### src/rtl/dmi_reqctrl_pkg.sv
// -----------------------------------------------------------------------------
// dmi_reqctrl_pkg
// Shared DMI definitions: DMISTAT status codes, the request-controller FSM
// state encoding and the default watchdog limit used when DMI_TIMEOUT_EN
// is defined for dmi_reqctrl.
// -----------------------------------------------------------------------------
package dmi_reqctrl_pkg;

  // Default watchdog limit in system-clock cycles.
  localparam int unsigned DMI_TIMEOUT = 4096;

  // DMISTAT codes as reported in the DMI register op field.
  localparam logic [1:0] DMISTAT_OK     = 2'd0;
  localparam logic [1:0] DMISTAT_RSVD   = 2'd1;
  localparam logic [1:0] DMISTAT_FAILED = 2'd2;
  localparam logic [1:0] DMISTAT_BUSY   = 2'd3;

  // Request-controller FSM states.
  typedef enum logic [1:0] {
    ST_IDLE = 2'd0,
    ST_REQ  = 2'd1,
    ST_RESP = 2'd2
  } dmi_state_e;

  // Fold the sticky flags into a DMISTAT code; busy outranks error.
  function automatic logic [1:0] dmistat(input logic busy, input logic error);
    if (busy) begin
      dmistat = DMISTAT_BUSY;
    end else if (error) begin
      dmistat = DMISTAT_FAILED;
    end else begin
      dmistat = DMISTAT_OK;
    end
  endfunction

endpackage

### src/rtl/dmi_sync2.sv
// -----------------------------------------------------------------------------
// dmi_sync2
// Two-flop, 1-bit synchronizer with synchronous active-high reset.
// Ports:
//   i_clk  destination clock
//   i_rst  synchronous active-high reset (clears both stages)
//   i_d    asynchronous input
//   o_q    synchronized output
// -----------------------------------------------------------------------------
module dmi_sync2 (
  input  logic i_clk,
  input  logic i_rst,
  input  logic i_d,
  output logic o_q
);

  logic meta_q;
  logic sync_q;

  // Two cascaded stages resolve metastability of i_d.
  always_ff @(posedge i_clk) begin
    if (i_rst) begin
      meta_q <= 1'b0;
      sync_q <= 1'b0;
    end else begin
      meta_q <= i_d;
      sync_q <= meta_q;
    end
  end

  assign o_q = sync_q;

endmodule

### src/rtl/dmi_reqctrl.sv
// -----------------------------------------------------------------------------
// dmi_reqctrl
// Bridges TAP (TCK-domain) DMI requests into the system clock domain and runs
// the valid/ready handshake with the Debug Module.
// Optional feature: define DMI_TIMEOUT_EN to add a watchdog that abandons a
// transaction after timeout_cycles cycles in REQ/RESP (sets sticky error,
// returns o_resp_data = 0). Without it the block waits indefinitely.
// Ports:
//   i_clk, i_rst                      clock, synchronous active-high reset
//   i_req_toggle                      TCK-domain request toggle
//   i_req_write/addr/data             request fields, stable between toggles
//   i_dmi_reset, i_dmi_hardreset      TCK-domain DTMCONTROL levels
//   o_dm_req_valid / i_dm_req_ready   request handshake to the DM
//   o_dm_write/addr/wdata             request payload
//   i_dm_resp_valid/data/error        DM response
//   o_dm_resp_ready                   response accept
//   o_dm_hardreset                    one-cycle hardreset pulse to the DM
//   o_resp_data, o_busy, o_error      status back to the TAP capture stage
// -----------------------------------------------------------------------------
module dmi_reqctrl #(
  parameter int unsigned abits          = 7,
  parameter int unsigned timeout_cycles = dmi_reqctrl_pkg::DMI_TIMEOUT
) (
  input  logic             i_clk,
  input  logic             i_rst,
  input  logic             i_req_toggle,
  input  logic             i_req_write,
  input  logic [abits-1:0] i_req_addr,
  input  logic [31:0]      i_req_data,
  input  logic             i_dmi_reset,
  input  logic             i_dmi_hardreset,
  output logic             o_dm_req_valid,
  input  logic             i_dm_req_ready,
  output logic             o_dm_write,
  output logic [abits-1:0] o_dm_addr,
  output logic [31:0]      o_dm_wdata,
  input  logic             i_dm_resp_valid,
  input  logic [31:0]      i_dm_resp_data,
  input  logic             i_dm_resp_error,
  output logic             o_dm_resp_ready,
  output logic             o_dm_hardreset,
  output logic [31:0]      o_resp_data,
  output logic             o_busy,
  output logic             o_error
);

  import dmi_reqctrl_pkg::*;

  logic tog_sync, rst_sync, hrst_sync;
  logic tog_edge_q, rst_edge_q, hrst_edge_q;
  logic req_pulse_q, rst_pulse_q, hrst_pulse_q;
  logic req_pulse_d, rst_pulse_d, hrst_pulse_d;

  dmi_state_e       state_q, state_d;
  logic             write_q, write_d;
  logic [abits-1:0] addr_q, addr_d;
  logic [31:0]      wdata_q, wdata_d;
  logic [31:0]      resp_data_q, resp_data_d;
  logic             busy_st_q, busy_st_d;
  logic             err_st_q, err_st_d;
  logic             req_valid_q, req_valid_d;
  logic             resp_ready_q, resp_ready_d;
  logic             busy_q, busy_d;
  logic             err_set_s;
  logic             drop_s;
  logic             timeout_hit_s;

  dmi_sync2 u_sync_tog  (.i_clk(i_clk), .i_rst(i_rst), .i_d(i_req_toggle),    .o_q(tog_sync));
  dmi_sync2 u_sync_rst  (.i_clk(i_clk), .i_rst(i_rst), .i_d(i_dmi_reset),     .o_q(rst_sync));
  dmi_sync2 u_sync_hrst (.i_clk(i_clk), .i_rst(i_rst), .i_d(i_dmi_hardreset), .o_q(hrst_sync));

  // Edge detection: any toggle change is a request, reset levels act on rise.
  always_comb begin
    req_pulse_d  = tog_sync ^ tog_edge_q;
    rst_pulse_d  = rst_sync & ~rst_edge_q;
    hrst_pulse_d = hrst_sync & ~hrst_edge_q;
  end

  // Edge registers and registered one-cycle event pulses.
  always_ff @(posedge i_clk) begin
    if (i_rst) begin
      tog_edge_q   <= 1'b0;
      rst_edge_q   <= 1'b0;
      hrst_edge_q  <= 1'b0;
      req_pulse_q  <= 1'b0;
      rst_pulse_q  <= 1'b0;
      hrst_pulse_q <= 1'b0;
    end else begin
      tog_edge_q   <= tog_sync;
      rst_edge_q   <= rst_sync;
      hrst_edge_q  <= hrst_sync;
      req_pulse_q  <= req_pulse_d;
      rst_pulse_q  <= rst_pulse_d;
      hrst_pulse_q <= hrst_pulse_d;
    end
  end

`ifdef DMI_TIMEOUT_EN
  localparam int unsigned CW = (timeout_cycles > 32'd1) ? $clog2(timeout_cycles) : 1;
  localparam logic [CW-1:0] CNT_LAST = CW'(timeout_cycles - 32'd1);

  logic [CW-1:0] cnt_q, cnt_d;

  // Watchdog count: held at zero in IDLE so it restarts on entry to REQ.
  always_comb begin
    if (state_q == ST_IDLE) begin
      cnt_d = {CW{1'b0}};
    end else begin
      cnt_d = cnt_q + {{(CW-1){1'b0}}, 1'b1};
    end
  end

  // Watchdog counter register.
  always_ff @(posedge i_clk) begin
    if (i_rst) begin
      cnt_q <= {CW{1'b0}};
    end else begin
      cnt_q <= cnt_d;
    end
  end

  assign timeout_hit_s = (cnt_q == CNT_LAST);
`else
  // No watchdog: an unresponsive DM keeps the block waiting.
  assign timeout_hit_s = (timeout_cycles == 32'd0) & 1'b0;
`endif

  // Next-state and datapath. Hardreset outranks dmi_reset, which outranks
  // a request; a request arriving with hardreset is simply lost.
  always_comb begin
    state_d     = state_q;
    write_d     = write_q;
    addr_d      = addr_q;
    wdata_d     = wdata_q;
    resp_data_d = resp_data_q;
    busy_st_d   = busy_st_q;
    err_st_d    = err_st_q;
    err_set_s   = 1'b0;
    drop_s      = 1'b0;

    if (hrst_pulse_q) begin
      state_d   = ST_IDLE;
      busy_st_d = 1'b0;
      err_st_d  = 1'b0;
    end else begin
      case (state_q)
        ST_IDLE: begin
          if (req_pulse_q) begin
            write_d = i_req_write;
            addr_d  = i_req_addr;
            wdata_d = i_req_data;
            state_d = ST_REQ;
          end else begin
            state_d = ST_IDLE;
          end
        end
        ST_REQ: begin
          if (i_dm_req_ready) begin
            state_d = ST_RESP;
          end else if (timeout_hit_s) begin
            err_set_s   = 1'b1;
            resp_data_d = 32'h0000_0000;
            state_d     = ST_IDLE;
          end else begin
            state_d = ST_REQ;
          end
        end
        ST_RESP: begin
          if (i_dm_resp_valid) begin
            resp_data_d = i_dm_resp_data;
            err_set_s   = i_dm_resp_error;
            state_d     = ST_IDLE;
          end else if (timeout_hit_s) begin
            err_set_s   = 1'b1;
            resp_data_d = 32'h0000_0000;
            state_d     = ST_IDLE;
          end else begin
            state_d = ST_RESP;
          end
        end
        default: begin
          state_d = ST_IDLE;
        end
      endcase
      // A request seen while a transaction is outstanding is discarded.
      drop_s    = req_pulse_q & (state_q != ST_IDLE);
      busy_st_d = ~rst_pulse_q & (busy_st_q | drop_s);
      err_st_d  = ~rst_pulse_q & (err_st_q | err_set_s);
    end

    req_valid_d  = (state_d == ST_REQ);
    resp_ready_d = (state_d == ST_RESP);
    busy_d       = (state_d != ST_IDLE) | busy_st_d;
  end

  // FSM, payload, status and registered handshake outputs.
  always_ff @(posedge i_clk) begin
    if (i_rst) begin
      state_q      <= ST_IDLE;
      write_q      <= 1'b0;
      addr_q       <= {abits{1'b0}};
      wdata_q      <= 32'h0000_0000;
      resp_data_q  <= 32'h0000_0000;
      busy_st_q    <= 1'b0;
      err_st_q     <= 1'b0;
      req_valid_q  <= 1'b0;
      resp_ready_q <= 1'b0;
      busy_q       <= 1'b0;
    end else begin
      state_q      <= state_d;
      write_q      <= write_d;
      addr_q       <= addr_d;
      wdata_q      <= wdata_d;
      resp_data_q  <= resp_data_d;
      busy_st_q    <= busy_st_d;
      err_st_q     <= err_st_d;
      req_valid_q  <= req_valid_d;
      resp_ready_q <= resp_ready_d;
      busy_q       <= busy_d;
    end
  end

  assign o_dm_req_valid  = req_valid_q;
  assign o_dm_resp_ready = resp_ready_q;
  assign o_dm_write      = write_q;
  assign o_dm_addr       = addr_q;
  assign o_dm_wdata      = wdata_q;
  assign o_dm_hardreset  = hrst_pulse_q;
  assign o_resp_data     = resp_data_q;
  assign o_busy          = busy_q;
  assign o_error         = err_st_q;

endmodule

### config.mk
export PLATFORM = sky130hd
export DESIGN_NAME = dmi_reqctrl
export DESIGN_NICKNAME = d
export VERILOG_FILES = /design/src/rtl/dmi_reqctrl_pkg.sv /design/src/rtl/dmi_sync2.sv /design/src/rtl/dmi_reqctrl.sv
export SDC_FILE = /design/constraint.sdc
export NUM_CORES = 1
export LEC_CHECK = 0
export CAP_MARGIN = 20
export CORE_UTILIZATION = 35
export CTS_BUF_LIST = sky130_fd_sc_hd__clkbuf_4 sky130_fd_sc_hd__clkbuf_8
export CTS_CLUSTER_DIAMETER = 30
export CTS_CLUSTER_SIZE = 14
export DETAILED_ROUTE_END_ITERATION = 7
export GPL_ROUTABILITY_DRIVEN = 0
export MAX_ROUTING_LAYER = met4
export PLACE_DENSITY = 0.77
export SKIP_LAST_GASP = 1
export SLEW_MARGIN = 20
export SYNTH_ARGS = -nofsm -noshare
export SYNTH_HDL_FRONTEND = slang
export SYNTH_SLANG_ARGS = --single-unit
### constraint.sdc
create_clock -name i_clk -period 2.2 [get_ports i_clk]
set_input_delay 0.33 -clock i_clk [delete_from_list [all_inputs] [get_ports i_clk]]
set_output_delay 0.33 -clock i_clk [all_outputs]
set_load 0.02 [all_outputs]
==> summary.md <==
Dividing the detail-routed wire length by the instance count gives 12.9 microns. The die covers 9250 sq um. Based on the critical path, the design can be clocked at up to 526 MHz.

Setup violations remaining at the end of the flow were counted as 0. For this design, the sink count on the clock tree is 91. The post-synthesis sequential element count works out to 91.

Walking the worst path, the cells encountered are clkdlybuf4s50_1. At the worst endpoint, the required time is 1870 ps. Kind of launch point of the worst setup path: a flip-flop. TritonCTS built the clock tree.

The final critical-path share of the clock period was 86.3%; the initial DRC count was 89. Worst-case vdd ir drop: 521 uV. Of all flip-flops after synthesis, the portion carrying an async set or reset was 0%. Of all nets on the critical path, the largest fanout is 6. Die outline height: 96.2 microns.

After layout, the minimum clock period comes to 1900 ps. The logs give 33 for the number of rows in the core area and 37.0% for the initial core utilization. In the synthesized netlist the dominant register cell turns out to be dfxtp_1. The design draws 3.30 mW. CTS built an H-tree with a depth of 3. The family with the most delay on the worst path was buffers and inverters. Setup repair after global routing left no endpoint under its margin. For the global-route wire length before repair, the log shows 12500 microns. Counting distinct cell types in the post-synthesis netlist gives 24.

The area growth from synthesis to layout is 58.7%. Critical path endpoint category: a primary output. The most frequently used cell type in the post-synthesis netlist was nand2_1.

Top-area cell type share of the netlist area: 58.7%. Yosys attributes the largest share of cell area to dfxtp_1 (59%), nand2_1 (17%), a21oi_1 (12%), nor2b_1 (2.2%), buf_6 (1.8%). The run gives 7.40 ps as the maximum clock skew at final layout. The per-instance average area after synthesis was 8.46 sq um.

The global-route total usage across every layer was 18.1%; the via total after detailed routing was 2942. The master of the slowest instance on the critical path was clkdlybuf4s50_1. For the final routed database, the setup TNS stands at 0 ps. By startpoint and endpoint, the worst setup path is classified as flip-flop to primary output. The mapped netlist covers 3100 sq um.

Of the synthesized area, sequential elements account for 58.7%. In this run the static leakage power is 1.67 nW. The sequential cell area was 1820 sq um; the source-to-sink clock delay at the later pin of the worst-skew pair was 340 ps. For this run, the post-layout net count is 591.

The min-delay analysis places its worst path in the category flip-flop to flip-flop. During placement, the flow inserted port buffers numbering 156. Library cell used as clock root buffer: clkbuf_8. The tools report the total grt overflow as 0.

Hold repair after CTS inserted 0 buffers. In this run, synthesis inferred 0 flip-flops with an integrated enable. For this run, the slowest stage of the critical path takes 690 ps. The clock passes through at most 2 buffers.

The max-cap check violation count was 0; the largest net degree at the start of global routing was 83. The number of search-and-repair iterations in the first detailed-routing pass was 4. For the post-synth net total, the log shows 447. Area of the multi-input gates: 1140 sq um.

Detailed placement ended at an HPWL of 5570 microns. The logs give 43.5% for the relative slew slack and 9 for the number of CTS-inserted buffers. The clock-pin slew on the worst setup and hold paths works out to 90 ps. Counting instances in the post-synthesis netlist gives the leading cell types as nand2_1 (144), dfxtp_1 (91), a21oi_1 (74). The number of global-route vias before repair is 2814, and the total inserted antenna cells is 0. Cells with a size suffix above 1 make up 4.84% of the layout. The count of unresolved DRC violations after routing is 0, and the slew at the pin closest to its max-slew limit is 847 ps. In the routed layout, each cell is associated on average with a via count of 4.74. The logs give 0 for the final number of max-transition violations and 0 for the number of warning messages in the yosys log. The ratio of total power to cell area was 670 nW/um^2; the arrival time of data at the critical path endpoint was 1570 ps. For this block, the routed nets add up to 7980 microns of wire. The region available for standard cell placement spans 8380 sq um. The leading area contributor after synthesis was dfxtp_1. Once detail routing completed, the nets flagged for antenna violations numbered 0.

The run gives 755 as the filler cell count. In this run the post-CTS setup repair buffer count came out at 0. Counting every instance in the synthesized netlist gives 367. The die is 96.2 microns wide.

The number of gates resized after CTS was 0. The buffers plus inverters on the worst setup path is 1. The final number of hold-violating endpoints was 0; the number of top-level pins was 157.

The run gives 0 as the number of antenna violations at the first check in global routing. The flow ran to the end, and the final reports show no timing, DRC or antenna violations.
-- layout by cell type, fill, tap and decap left out, types with 2 or more instances in the layout --
cell type,n
buf_4,5
bufinv_16,2
a21oi_1,74
nor2_1,2
nand2_1,144
inv_1,2
clkbuf_8,9
nor2b_1,11
inv_6,3
dfxtp_1,91
clkdlybuf4s50_1,155
-- sequential cells by signal, indices dropped and copies added (netlist names) --
signal and flops:
busy_st_q 1, hrst_edge_q 1, o_busy 1, o_dm_addr 7, o_dm_hardreset 1, o_dm_req_valid 1
o_dm_resp_ready 1, o_dm_wdata 32, o_dm_write 1, o_error 1, o_resp_data 32, req_pulse_q 1
rst_edge_q 1, rst_pulse_q 1, state_q 2, tog_edge_q 1, u_sync_hrst.meta_q 1, u_sync_hrst.o_q 1
u_sync_rst.meta_q 1, u_sync_rst.o_q 1, u_sync_tog.meta_q 1, u_sync_tog.o_q 1
-- report_power, final --
group / total [mW] / leakage (nW) / internal, mW / switching (mW)
combinational: 0.343 / 0.819 / 0.202 / 0.141
clock: 1.25 / 0.115 / 0.667 / 0.581
sequential: 1.71 / 0.737 / 1.68 / 0.0221
total: 3.30 / 1.67 / 2.55 / 0.744
-- final cells by class --
class	instances	area share (%)
Sequential cell	91	37.0
Timing Repair Buffer	161	32.4
Multi-Input combinational cell	246	23.2
Clock buffer	10	2.67
Tap cell	105	2.67
Clock inverter	6	1.93
Inverter	2	0.152
-- per-layer routing --
metal,track usage [%],vias up,part of all wire (%)
met2,31.7,107,50
li1,-,1466,-
met5,-,-,0
met4,7.21,0,2.0
met1,18.7,1353,40
met3,6.08,16,8.1
-- cells by family after synthesis --
group                  after synthesis  share of synthesized area [%]
AND/OR/NAND/NOR                    166                           22.5
XOR/XNOR                             1                          0.282
buffers and inverters               30                           5.20
flip-flops                          91                           58.7
AO/OA/AOI/OAI                       79                           13.4
-- path summary, 6_finish.rpt --
check,cells after the start,startpoint,slack [ps],endpoint
setup reg to reg,4,state_q[0]$_SDFF_PP0_,560,o_dm_wdata[14]$_SDFFE_PP0P_
setup / recovery,1,o_dm_hardreset$_SDFF_PP0_,300,o_dm_hardreset
hold / removal,1,rst_edge_q$_SDFF_PP0_,390,rst_pulse_q$_SDFF_PP0_
hold reg to reg,1,rst_edge_q$_SDFF_PP0_,390,rst_pulse_q$_SDFF_PP0_
-- per-stage QoR --
stage / util, % / hold slack, ps / cells / setup slack (ps) / cell area [sq um]
final: 58.8 / 389 / 621 / 301 / 4930
after detailed placement: 56.1 / 382 / 605 / 368 / 4700
after floorplan: - / 367 / 367 / 774 / 3100
after global placement: 56.1 / 372 / 605 / 441 / 4700
after global routing: 58.8 / 411 / 621 / 244 / 4930
after CTS: 58.8 / 377 / 621 / 281 / 4930
(Power assumes the default switching activity.)
